--- src/rtl/itch_pkg.sv ---
// Shared constants and types for the ITCH Add/Cancel/Delete decoders:
// type bytes, message lengths, field byte offsets and parsed-type codes.
package itch_pkg;

  localparam int CNT_W = 6;

  localparam logic [7:0] TYPE_ADD    = 8'h41;
  localparam logic [7:0] TYPE_CANCEL = 8'h58;
  localparam logic [7:0] TYPE_DELETE = 8'h44;
  localparam logic [7:0] SIDE_SELL   = 8'h53;

  localparam int LEN_ADD    = 36;
  localparam int LEN_CANCEL = 23;
  localparam int LEN_DELETE = 19;

  localparam logic [CNT_W-1:0] OFF_OREF_LO      = 6'd11;
  localparam logic [CNT_W-1:0] OFF_OREF_HI      = 6'd18;
  localparam logic [CNT_W-1:0] OFF_ADD_SIDE     = 6'd19;
  localparam logic [CNT_W-1:0] OFF_ADD_SHR_LO   = 6'd20;
  localparam logic [CNT_W-1:0] OFF_ADD_SHR_HI   = 6'd23;
  localparam logic [CNT_W-1:0] OFF_ADD_SYM_LO   = 6'd24;
  localparam logic [CNT_W-1:0] OFF_ADD_SYM_HI   = 6'd31;
  localparam logic [CNT_W-1:0] OFF_ADD_PRICE_LO = 6'd32;
  localparam logic [CNT_W-1:0] OFF_ADD_PRICE_HI = 6'd35;
  localparam logic [CNT_W-1:0] OFF_CXL_SHR_LO   = 6'd19;
  localparam logic [CNT_W-1:0] OFF_CXL_SHR_HI   = 6'd22;

  localparam logic [3:0] PT_ADD     = 4'd1;
  localparam logic [3:0] PT_CANCEL  = 4'd2;
  localparam logic [3:0] PT_DELETE  = 4'd3;
  localparam logic [3:0] PT_REPLACE = 4'd4;
  localparam logic [3:0] PT_EXEC    = 4'd5;
  localparam logic [3:0] PT_TRADE   = 4'd6;

  typedef enum logic [1:0] {
    ST_IDLE   = 2'd0,
    ST_ACTIVE = 2'd1,
    ST_SKIP   = 2'd2
  } dec_state_t;

  function automatic logic in_field(input logic [CNT_W-1:0] cnt,
                                    input logic [CNT_W-1:0] lo,
                                    input logic [CNT_W-1:0] hi);
    return (cnt >= lo) && (cnt <= hi);
  endfunction

endpackage

--- src/rtl/itch_msg_framer.sv ---
// Per-decoder message framer: tracks the byte offset within a message of one
// type and produces registered done / truncation pulses.
module itch_msg_framer
  import itch_pkg::*;
#(
  parameter logic [7:0] TYPE_BYTE = 8'h00,
  parameter int         LEN       = 2
) (
  input  logic             clk,
  input  logic             rst,
  input  logic [7:0]       byte_in,
  input  logic             valid_in,
  output dec_state_t       state,
  output logic [CNT_W-1:0] cnt,
  output logic             done,
  output logic             trunc
);

  localparam logic [CNT_W-1:0] LAST = CNT_W'(LEN - 1);

  dec_state_t       next_state;
  logic [CNT_W-1:0] next_cnt;
  logic             next_done;
  logic             next_trunc;

  always_ff @(posedge clk or posedge rst) begin
    if (rst) begin
      state <= ST_IDLE;
      cnt   <= '0;
      done  <= 1'b0;
      trunc <= 1'b0;
    end else begin
      state <= next_state;
      cnt   <= next_cnt;
      done  <= next_done;
      trunc <= next_trunc;
    end
  end

  // cnt holds the offset of the byte being sampled while ACTIVE
  always_comb begin
    next_state = state;
    next_cnt   = cnt;
    next_done  = 1'b0;
    next_trunc = 1'b0;
    case (state)
      ST_IDLE: begin
        if (valid_in) begin
          if (byte_in == TYPE_BYTE) begin
            next_state = ST_ACTIVE;
            next_cnt   = CNT_W'(1);
          end else begin
            next_state = ST_SKIP;
          end
        end
      end
      ST_ACTIVE: begin
        if (!valid_in) begin
          next_state = ST_IDLE;
          next_cnt   = '0;
          next_trunc = 1'b1;
        end else if (cnt == LAST) begin
          next_state = ST_SKIP;
          next_cnt   = '0;
          next_done  = 1'b1;
        end else begin
          next_cnt = cnt + CNT_W'(1);
        end
      end
      ST_SKIP: begin
        if (!valid_in) next_state = ST_IDLE;
      end
      default: begin
        next_state = ST_IDLE;
        next_cnt   = '0;
      end
    endcase
  end

endmodule

--- src/rtl/itch_acd_decoder.sv ---
// Speculative ITCH 5.0 decoder for Add ('A'), Cancel ('X') and Delete ('D')
// messages; fields shift in as bytes arrive and are qualified by *_internal_valid.
module itch_acd_decoder
  import itch_pkg::*;
(
  input  logic        clk,
  input  logic        rst,
  input  logic [7:0]  byte_in,
  input  logic        valid_in,
  output logic        add_internal_valid,
  output logic        add_packet_invalid,
  output logic [63:0] add_order_ref,
  output logic        add_side,
  output logic [31:0] add_shares,
  output logic [31:0] add_price,
  output logic [63:0] add_stock_symbol,
  output logic [3:0]  add_parsed_type,
  output logic        cancel_internal_valid,
  output logic        cancel_packet_invalid,
  output logic [63:0] cancel_order_ref,
  output logic [31:0] cancel_canceled_shares,
  output logic [3:0]  cancel_parsed_type,
  output logic        delete_internal_valid,
  output logic [63:0] delete_order_ref,
  output logic [3:0]  delete_parsed_type
);

  dec_state_t       add_state, cancel_state, delete_state;
  logic [CNT_W-1:0] add_cnt, cancel_cnt, delete_cnt;
  logic             delete_trunc_unused;
  logic             add_take, cancel_take, delete_take;

  itch_msg_framer #(.TYPE_BYTE(TYPE_ADD), .LEN(LEN_ADD)) u_add_framer (
    .clk(clk), .rst(rst), .byte_in(byte_in), .valid_in(valid_in),
    .state(add_state), .cnt(add_cnt),
    .done(add_internal_valid), .trunc(add_packet_invalid)
  );

  itch_msg_framer #(.TYPE_BYTE(TYPE_CANCEL), .LEN(LEN_CANCEL)) u_cancel_framer (
    .clk(clk), .rst(rst), .byte_in(byte_in), .valid_in(valid_in),
    .state(cancel_state), .cnt(cancel_cnt),
    .done(cancel_internal_valid), .trunc(cancel_packet_invalid)
  );

  // Delete truncation is silent, so its framer's trunc pulse goes nowhere
  itch_msg_framer #(.TYPE_BYTE(TYPE_DELETE), .LEN(LEN_DELETE)) u_delete_framer (
    .clk(clk), .rst(rst), .byte_in(byte_in), .valid_in(valid_in),
    .state(delete_state), .cnt(delete_cnt),
    .done(delete_internal_valid), .trunc(delete_trunc_unused)
  );

  assign add_take    = valid_in && (add_state == ST_ACTIVE);
  assign cancel_take = valid_in && (cancel_state == ST_ACTIVE);
  assign delete_take = valid_in && (delete_state == ST_ACTIVE);

  assign add_parsed_type    = add_internal_valid    ? PT_ADD    : 4'd0;
  assign cancel_parsed_type = cancel_internal_valid ? PT_CANCEL : 4'd0;
  assign delete_parsed_type = delete_internal_valid ? PT_DELETE : 4'd0;

  always_ff @(posedge clk or posedge rst) begin
    if (rst) begin
      add_order_ref    <= '0;
      add_side         <= 1'b0;
      add_shares       <= '0;
      add_stock_symbol <= '0;
      add_price        <= '0;
    end else if (add_take) begin
      if (in_field(add_cnt, OFF_OREF_LO, OFF_OREF_HI))
        add_order_ref <= {add_order_ref[55:0], byte_in};
      if (add_cnt == OFF_ADD_SIDE)
        add_side <= (byte_in == SIDE_SELL);
      if (in_field(add_cnt, OFF_ADD_SHR_LO, OFF_ADD_SHR_HI))
        add_shares <= {add_shares[23:0], byte_in};
      if (in_field(add_cnt, OFF_ADD_SYM_LO, OFF_ADD_SYM_HI))
        add_stock_symbol <= {add_stock_symbol[55:0], byte_in};
      if (in_field(add_cnt, OFF_ADD_PRICE_LO, OFF_ADD_PRICE_HI))
        add_price <= {add_price[23:0], byte_in};
    end
  end

  always_ff @(posedge clk or posedge rst) begin
    if (rst) begin
      cancel_order_ref       <= '0;
      cancel_canceled_shares <= '0;
    end else if (cancel_take) begin
      if (in_field(cancel_cnt, OFF_OREF_LO, OFF_OREF_HI))
        cancel_order_ref <= {cancel_order_ref[55:0], byte_in};
      if (in_field(cancel_cnt, OFF_CXL_SHR_LO, OFF_CXL_SHR_HI))
        cancel_canceled_shares <= {cancel_canceled_shares[23:0], byte_in};
    end
  end

  always_ff @(posedge clk or posedge rst) begin
    if (rst) begin
      delete_order_ref <= '0;
    end else if (delete_take && in_field(delete_cnt, OFF_OREF_LO, OFF_OREF_HI)) begin
      delete_order_ref <= {delete_order_ref[55:0], byte_in};
    end
  end

endmodule

--- config.mk ---
export PLATFORM = sky130hd
export DESIGN_NAME = itch_acd_decoder
export DESIGN_NICKNAME = d
export VERILOG_FILES = /design/src/rtl/itch_pkg.sv /design/src/rtl/itch_msg_framer.sv /design/src/rtl/itch_acd_decoder.sv
export SDC_FILE = /design/constraint.sdc
export NUM_CORES = 1
export LEC_CHECK = 0
export CAP_MARGIN = 20
export CORE_ASPECT_RATIO = 1.75
export CORE_MARGIN = 4
export CORE_UTILIZATION = 45
export DETAILED_ROUTE_END_ITERATION = 8
export PLACE_DENSITY = 0.74
export SYNTH_ARGS = -nofsm -noshare
export SYNTH_HDL_FRONTEND = slang
export SYNTH_SLANG_ARGS = --single-unit
--- constraint.sdc ---
create_clock -name clk -period 18.77 [get_ports clk]
set_input_delay 3.754 -clock clk [delete_from_list [all_inputs] [get_ports clk]]
set_output_delay 3.754 -clock clk [all_outputs]
set_load 0.05 [all_outputs]
==> metrics.md <==
| Metric | Value |
|---|---|
| Cell taking the most area after synthesis | `dfrtp_1` |
| Largest net degree at the start of global routing | `145` |
| Measured slew at the worst slew-check pin | `1.102 ns` |
| Routed vias | `9015` |
| Top cells by area, synth | `dfrtp_1 (63%), mux2_2 (19%), mux2_4 (5.9%)` |
| Worst Path Buf+Inv | `6` |
| Fin nets | `1327` |
| Critical path startpoint category | `input port` |
| Crit-path most repeated cell | `buf_4` |
| H-tree depth reported by CTS | `2` |
| Fin crit share | `30.69%` |
| PD cells | `80.22 mW/mm^2` |
| Relative slew slack | `26.52%` |
| Synth top area share | `62.97%` |
| First-pass iteration count of the detailed router | `4` |
| I/O Buffers | `372` |
| Clock sink count | `382` |
| Slowest stage delay, CP | `0.65 ns` |
| Cell-by-cell trace of the critical path | `clkdlybuf4s50_1, inv_8, buf_4, buf_16, buf_4, buf_12` |
| Syn Inst Count | `935` |
| Crit Path Max Fanout | `144` |
| Clock-pin slew on the worst setup and hold paths | `0.06 ns` |
| Area growth syn-to-layout | `35.20%` |
| WL final | `36430 microns` |
| Setup_tns | `0 ns` |
| Hold Crit Class | `flop to flop` |
| Antenna-violating nets left | `0` |
| Flops & latches, synth | `382` |
| Cell area after layout | `0.02052 sq mm` |
| Core area | `0.03314 sq mm` |
| Setup bufs post-CTS | `0` |
| Pleak | `10.00 nW` |
| Hold-fix buffers at CTS | `0` |
| Async set-or-reset flop fraction in the synthesized netlist | `100.0%` |
| Peak supply drop | `0.06685 mV` |
| DRC viols | `0` |
| Fillers | `2475` |
| Max-slew violation count | `0` |
| Status | `finished clean` |
| Number of diodes | `0` |
| Clock period minus worst slack | `5.760 ns` |
| Die Y | `251.0 microns` |
| Worst skew pair latency | `0.52 ns` |
| Initial DRC count | `222` |
| Vias in the first global route | `9660` |
| Max Cap Viol | `0` |
| Top cell family by delay on the critical path | `buffers and inverters` |
| Total CTS buffers | `37` |
| Most frequent cell after synthesis | `dfrtp_1` |
| Maximum root-to-sink buffer count | `3` |
| Floorplan row count | `88` |
| WL/cell | `20.40 microns` |
| Initial Util | `45.81%` |
| CTS resizes | `0` |
| Avg Cell Area, Syn | `16.24 sq um` |
| Final number of setup-violating endpoints | `0` |
| Synth top cells by count | `dfrtp_1 (382), mux2_2 (260), mux2_4 (60)` |
| Worst Path Class, Setup | `input port to asynchronous set/reset pin` |
| RSZ-0062 raised after global routing | `no` |
| Root Driver | `clkbuf_16` |
| CTS tree | `yes` |
| Share of cells above drive strength 1 | `30.54%` |
| Final Hold Fails | `0` |
| Post-synth EDFFs | `0` |
| Cell Area, Synth | `0.01518 sq mm` |
| First-pass GRT wire length | `57590 microns` |
| I/O Pins | `381` |
| GRT Total Usage | `19.67%` |
| Die area | `0.03685 sq mm` |
| Die X | `146.8 microns` |
| Yosys cell types | `57` |
| Initial antenna violation count | `0` |
| Max Clock Freq | `0.1736 GHz` |
| YS warnings | `0` |
| Placed cell areas | `0.01919 sq mm` |
| Dpl hpwl | `25370 microns` |
| GPL Wtd Cong | `0.7870` |
| Crit path required time | `19.48 ns` |
| Critical-path top delay cell | `inv_8` |
| Main synth FF type | `dfrtp_1` |
| GRT overflow | `0` |
| Sequential share of the synthesized area | `62.97%` |
| Worst setup EP type | `asynchronous set/reset pin` |
| Reg-to-reg slack, setup | `16.21 ns` |
| CP arrival | `6.47 ns` |
| Multi-input logic area | `0.005205 sq mm` |
| Register area | `0.009559 sq mm` |
| Vias per cell | `5.048` |
| Skew final | `0.01672 ns` |
[flip-flops by register name, summed over array words and instances, names as in the netlist]
signal / count
cancel_order_ref: 64
u_add_framer.done: 1
u_add_framer.trunc: 1
u_cancel_framer.done: 1
add_stock_symbol: 64
u_cancel_framer.cnt: 6
u_cancel_framer.state: 2
u_delete_framer.cnt: 6
add_price: 32
u_delete_framer.state: 2
u_add_framer.state: 2
u_delete_framer.done: 1
add_order_ref: 64
delete_order_ref: 64
add_side: 1
cancel_canceled_shares: 32
u_cancel_framer.trunc: 1
add_shares: 32
u_add_framer.cnt: 6
[cells in the final DEF, fill, tap and decap left out, types with 3 or more instances in the layout]
master           count
dfrtp_1            382
clkdlybuf4s50_1    372
mux2_2             260
mux2_4              60
clkbuf_16           39
mux2_1              32
nor2_1              13
nand3_1             12
inv_1               12
buf_4               11
nor3b_1              9
clkbuf_1             9
conb_1               8
o21ai_0              7
ha_1                 7
clkbuf_8             6
nor2b_1              5
a21oi_1              5
nand2_1              5
bufinv_16            5
and3_1               4
nor3_1               4
clkinv_2             4
nor3b_2              3
a22o_1               3
xor2_1               3
o32ai_1              3
a211o_1              3
mux2i_1              3
[worst register-to-register path: stages, from the launching register on]
cell and delay, ns:
dfrtp_1 0.44, ha_1 0.27, o211ai_1 0.25, a211o_4 0.20, buf_4 0.84, mux2_2 0.45
[cells by family (layout without fill, tap and decap cells)]
group,count (synthesis),in the layout,share of synthesized area (%)
other cells,1,8,0.02470
simple gates,75,75,3.297
buf+inv,70,464,3.074
compound gates,40,40,1.978
fa+ha+maj,7,7,0.5769
mux,355,355,27.79
flops,382,382,62.97
xor+xnor,5,5,0.2885
[per-stage QoR]
step / hold WS (ns) / setup slack, ns / power, mW / cells / util [%]
2_1_floorplan: 0.4799 / 4.402 / 0.8659 / 942 / -
3_3_place_gp: 0.4690 / 11.73 / 0.8768 / 1718 / 57.90
3_5_place_dp: 0.4738 / 11.67 / 0.8774 / 1718 / 57.90
4_1_cts: 0.4881 / 12.23 / 1.670 / 1784 / 61.79
5_1_grt: 0.4928 / 12.58 / 1.706 / 1786 / 61.93
6_report: 0.4849 / 13.01 / 1.646 / 1786 / 61.93
[cell type report]
| cell class | instances | area share [%] |
|---|---|---|
| clock buffer | 54 | 5.322 |
| clock inverter | 12 | 0.9510 |
| inverter | 13 | 0.2743 |
| multi-input combinational | 490 | 25.36 |
| sequential | 382 | 46.57 |
| tap | 450 | 2.743 |
| timing repair buffer | 385 | 18.78 |
[power breakdown]
group	leakage (nW)	total [mW]	switching (mW)	internal (mW)
Sequential	5.31	0.826	0.00178	0.825
Clock	0.630	0.785	0.311	0.475
Combinational	4.06	0.0351	0.0283	0.00681
Total	10.0	1.65	0.341	1.31
[metal layers]
metal	part of all wire (%)	global-route usage, %	wire length [microns]	up-vias
met5	0	0	0	-
met4	2.5	5.624	905	0
met3	5.2	4.148	1889	50
met2	56	37.49	20390	261
met1	36	21.87	13250	4651
li1	-	-	-	4053
[path summary, 6_finish.rpt]
| path | start | end | cells after the start |
|---|---|---|---|
| max | rst | cancel_order_ref[58] | 6 |
| max in group clk | valid_in | delete_order_ref[63] | 5 |
| min | add_shares[26] | add_shares[26] | 1 |
| min reg2reg | add_shares[26] | add_shares[26] | 1 |
| max reg2reg | u_delete_framer.cnt[0] | delete_order_ref[63] | 5 |
| min in group asynchronous | rst | add_order_ref[45] | 2 |
(Power assumes the default switching activity.)
==> edit, RTL diff (same flow settings) <==
`CNT_W`: 6 -> 12.
--- a/src/rtl/itch_pkg.sv
+++ b/src/rtl/itch_pkg.sv
@@ -2,7 +2,7 @@
 // type bytes, message lengths, field byte offsets and parsed-type codes.
 package itch_pkg;
 
-  localparam int CNT_W = 6;
+  localparam int CNT_W = 12;
 
   localparam logic [7:0] TYPE_ADD    = 8'h41;
   localparam logic [7:0] TYPE_CANCEL = 8'h58;
Check against the original RTL: no difference found for any inputs over 4 cycles, from zero or initial values and one cycle with rst high; that may be too few to reach the edited logic, so the function may still have changed.
==> edit against the original RTL <==
  * Via count is 14% higher
  * Routed wire length is 10% higher
  * Cell area is 5.6% higher
  * Clock power hardly changed
  * Sequential cell count is 18 higher
  * Setup slack worse by 0.49 ns
  * Final cell count is 9.1% higher
  * Power is 2.6% higher
  * Synthesized area is 7.7% higher
==> edit: results (changes against the original RTL) <==
synthTopCellsByCount: "400 x dfrtp_1, 288 x mux2_2, 60 x mux2_4"
hold-path-endpoint: "delete_order_ref[58]$_DFFE_PP0P_"
fin_skew_ns: 0.02437  # +0.007657 ns
synth_mux_area_share_pct: 25.81  # -2.0 points
grt_pass1_vias: 10392  # +7.6%
yosys.area_share.xor_xnor_pct: 0.1607  # -0.13 points
worst_pin_slew_ns: 1.075  # -0.02700 ns
antenna_found_initial: 0  # unchanged
hold_start: "delete_order_ref[58]$_DFFE_PP0P_"
drt-pass1-iter-count: 4  # unchanged
hpwl_um: 28030  # +10%
crit_arrival_ns: 6.67  # +0.20 ns
port_buffers: 372  # unchanged
cts-root-buf: "clkbuf_16"
crit_fanout: 36  # -75%
outcome: "complete, no violations"
via_per_inst: 5.250  # +4.0%
grt_max_degree: 194  # +34%
cts-buffers-inserted: 38  # +2.7%
insertion_delay_ns: 0.54  # +0.02 ns
grt.total_usage_pct: 19.60  # -0.067 points
ctsHoldBuffers: 0  # unchanged
hold_path.class: "reg -> reg"
ys.warnings.count: 0  # unchanged
nFillCells: 2844  # +15%
holdWs_ns: 0.5029  # +0.01801 ns
place.gp.congestion: 0.8630  # +9.7%
synth_fa_ha_area_share_pct: 0.6122  # +0.035 points
ir_worst_vdd_mv: 0.05659  # -15%
synth.area.top_cells: "dfrtp_1 61%, mux2_2 20%, mux2_4 5.5%"
worstRegToRegCells: 6  # +1
synth_compound_area_share_pct: 3.352  # +1.4 points
final_net_count: 1472  # +11%
r2r_setup_slack_ns: 16.04  # -0.17 ns
r2r_end: "add_stock_symbol[49]$_DFFE_PP0P_"
cts-htree-levels: 2  # unchanged
n_antenna_cell: 0  # unchanged
drive_above_1_share_pct: 29.41  # -1.1 points
worstReg2RegStart: "u_add_framer.state[0]$_DFFE_PP0P_"
drt_iter0_drc: 537  # +140%
switching_share_pct: 21.21  # +0.52 points
grt_pass1_wl_um: 61970  # +7.6%
wl_per_cell_um: 20.56  # +0.81%
post_dp_cell_area_um2: 20360  # +6.1%
leakagePower_nw: 10.35  # +3.4%
synthDistinctLibCells: 62  # +8.8%
seq_area_frac_synth_pct: 61.22  # -1.7 points
holdPathStages: 1  # unchanged
[edit: worst max-delay path: stages]
cell and delay (ns):
clkdlybuf4s50_1 0.73, and3b_1 0.56, nand3_4 0.18, or4b_4 0.50
buf_4 0.31, buf_16 0.28, mux2_4 0.33
[edit: how the worst max path moves through the flow]
stage	endpoint	slack [ns]	from
2_1_floorplan	add_order_ref[0]$_DFFE_PP0P_	3.89	rst
3_3_place_gp	add_stock_symbol[59]$_DFFE_PP0P_	12.05	valid_in
3_5_place_dp	add_stock_symbol[34]$_DFFE_PP0P_	11.99	valid_in
4_1_cts	add_stock_symbol[49]$_DFFE_PP0P_	12.57	valid_in
5_1_grt	add_stock_symbol[49]$_DFFE_PP0P_	12.41	valid_in
6_report	add_stock_symbol[49]$_DFFE_PP0P_	12.52	valid_in
[edit: stage by stage]
step	setup slack, ns	std cells
global route	12.41	1949
CTS	12.57	1947
global placement	12.05	1881
floorplan	3.892	1102
detailed placement	11.99	1881
finish	12.52	1949
[edit: cell type report]
class,count,area (µm²),share of cell area [%]
tap,470,588.1,2.714
clock buffer,57,1132,5.226
timing repair buffer,386,3861,17.82
inverter,12,52.55,0.2425
multi-input combinational,615,5881,27.14
clock inverter,9,142.6,0.6583
sequential,400,10010,46.20
[edit: metal layers]
metal | track usage, % | share of wire (%)
met5 | 0 | 0
met3 | 3.497 | 4.6
met4 | 9.098 | 4.6
met2 | 35.54 | 54
met1 | 22.44 | 37
[edit: power by group through the flow]
stage          Sequential (mW)  Combinational, mW  Clock, mW
2_1_floorplan            0.883             0.0263          0
3_3_place_gp             0.883             0.0382          0
3_5_place_dp             0.883             0.0392          0
4_1_cts                  0.867             0.0393      0.807
5_1_grt                  0.866             0.0430      0.843
6_report                 0.867             0.0377      0.784
[edit: cells by family after synthesis]
group,Yosys count
AOI/OAI and AO/OA,78
xor gates and xnor gates,3
buffers and inverters,87
adders and majority gates,8
other,1
and+or+nand+nor,163
DFF,400
muxes,355
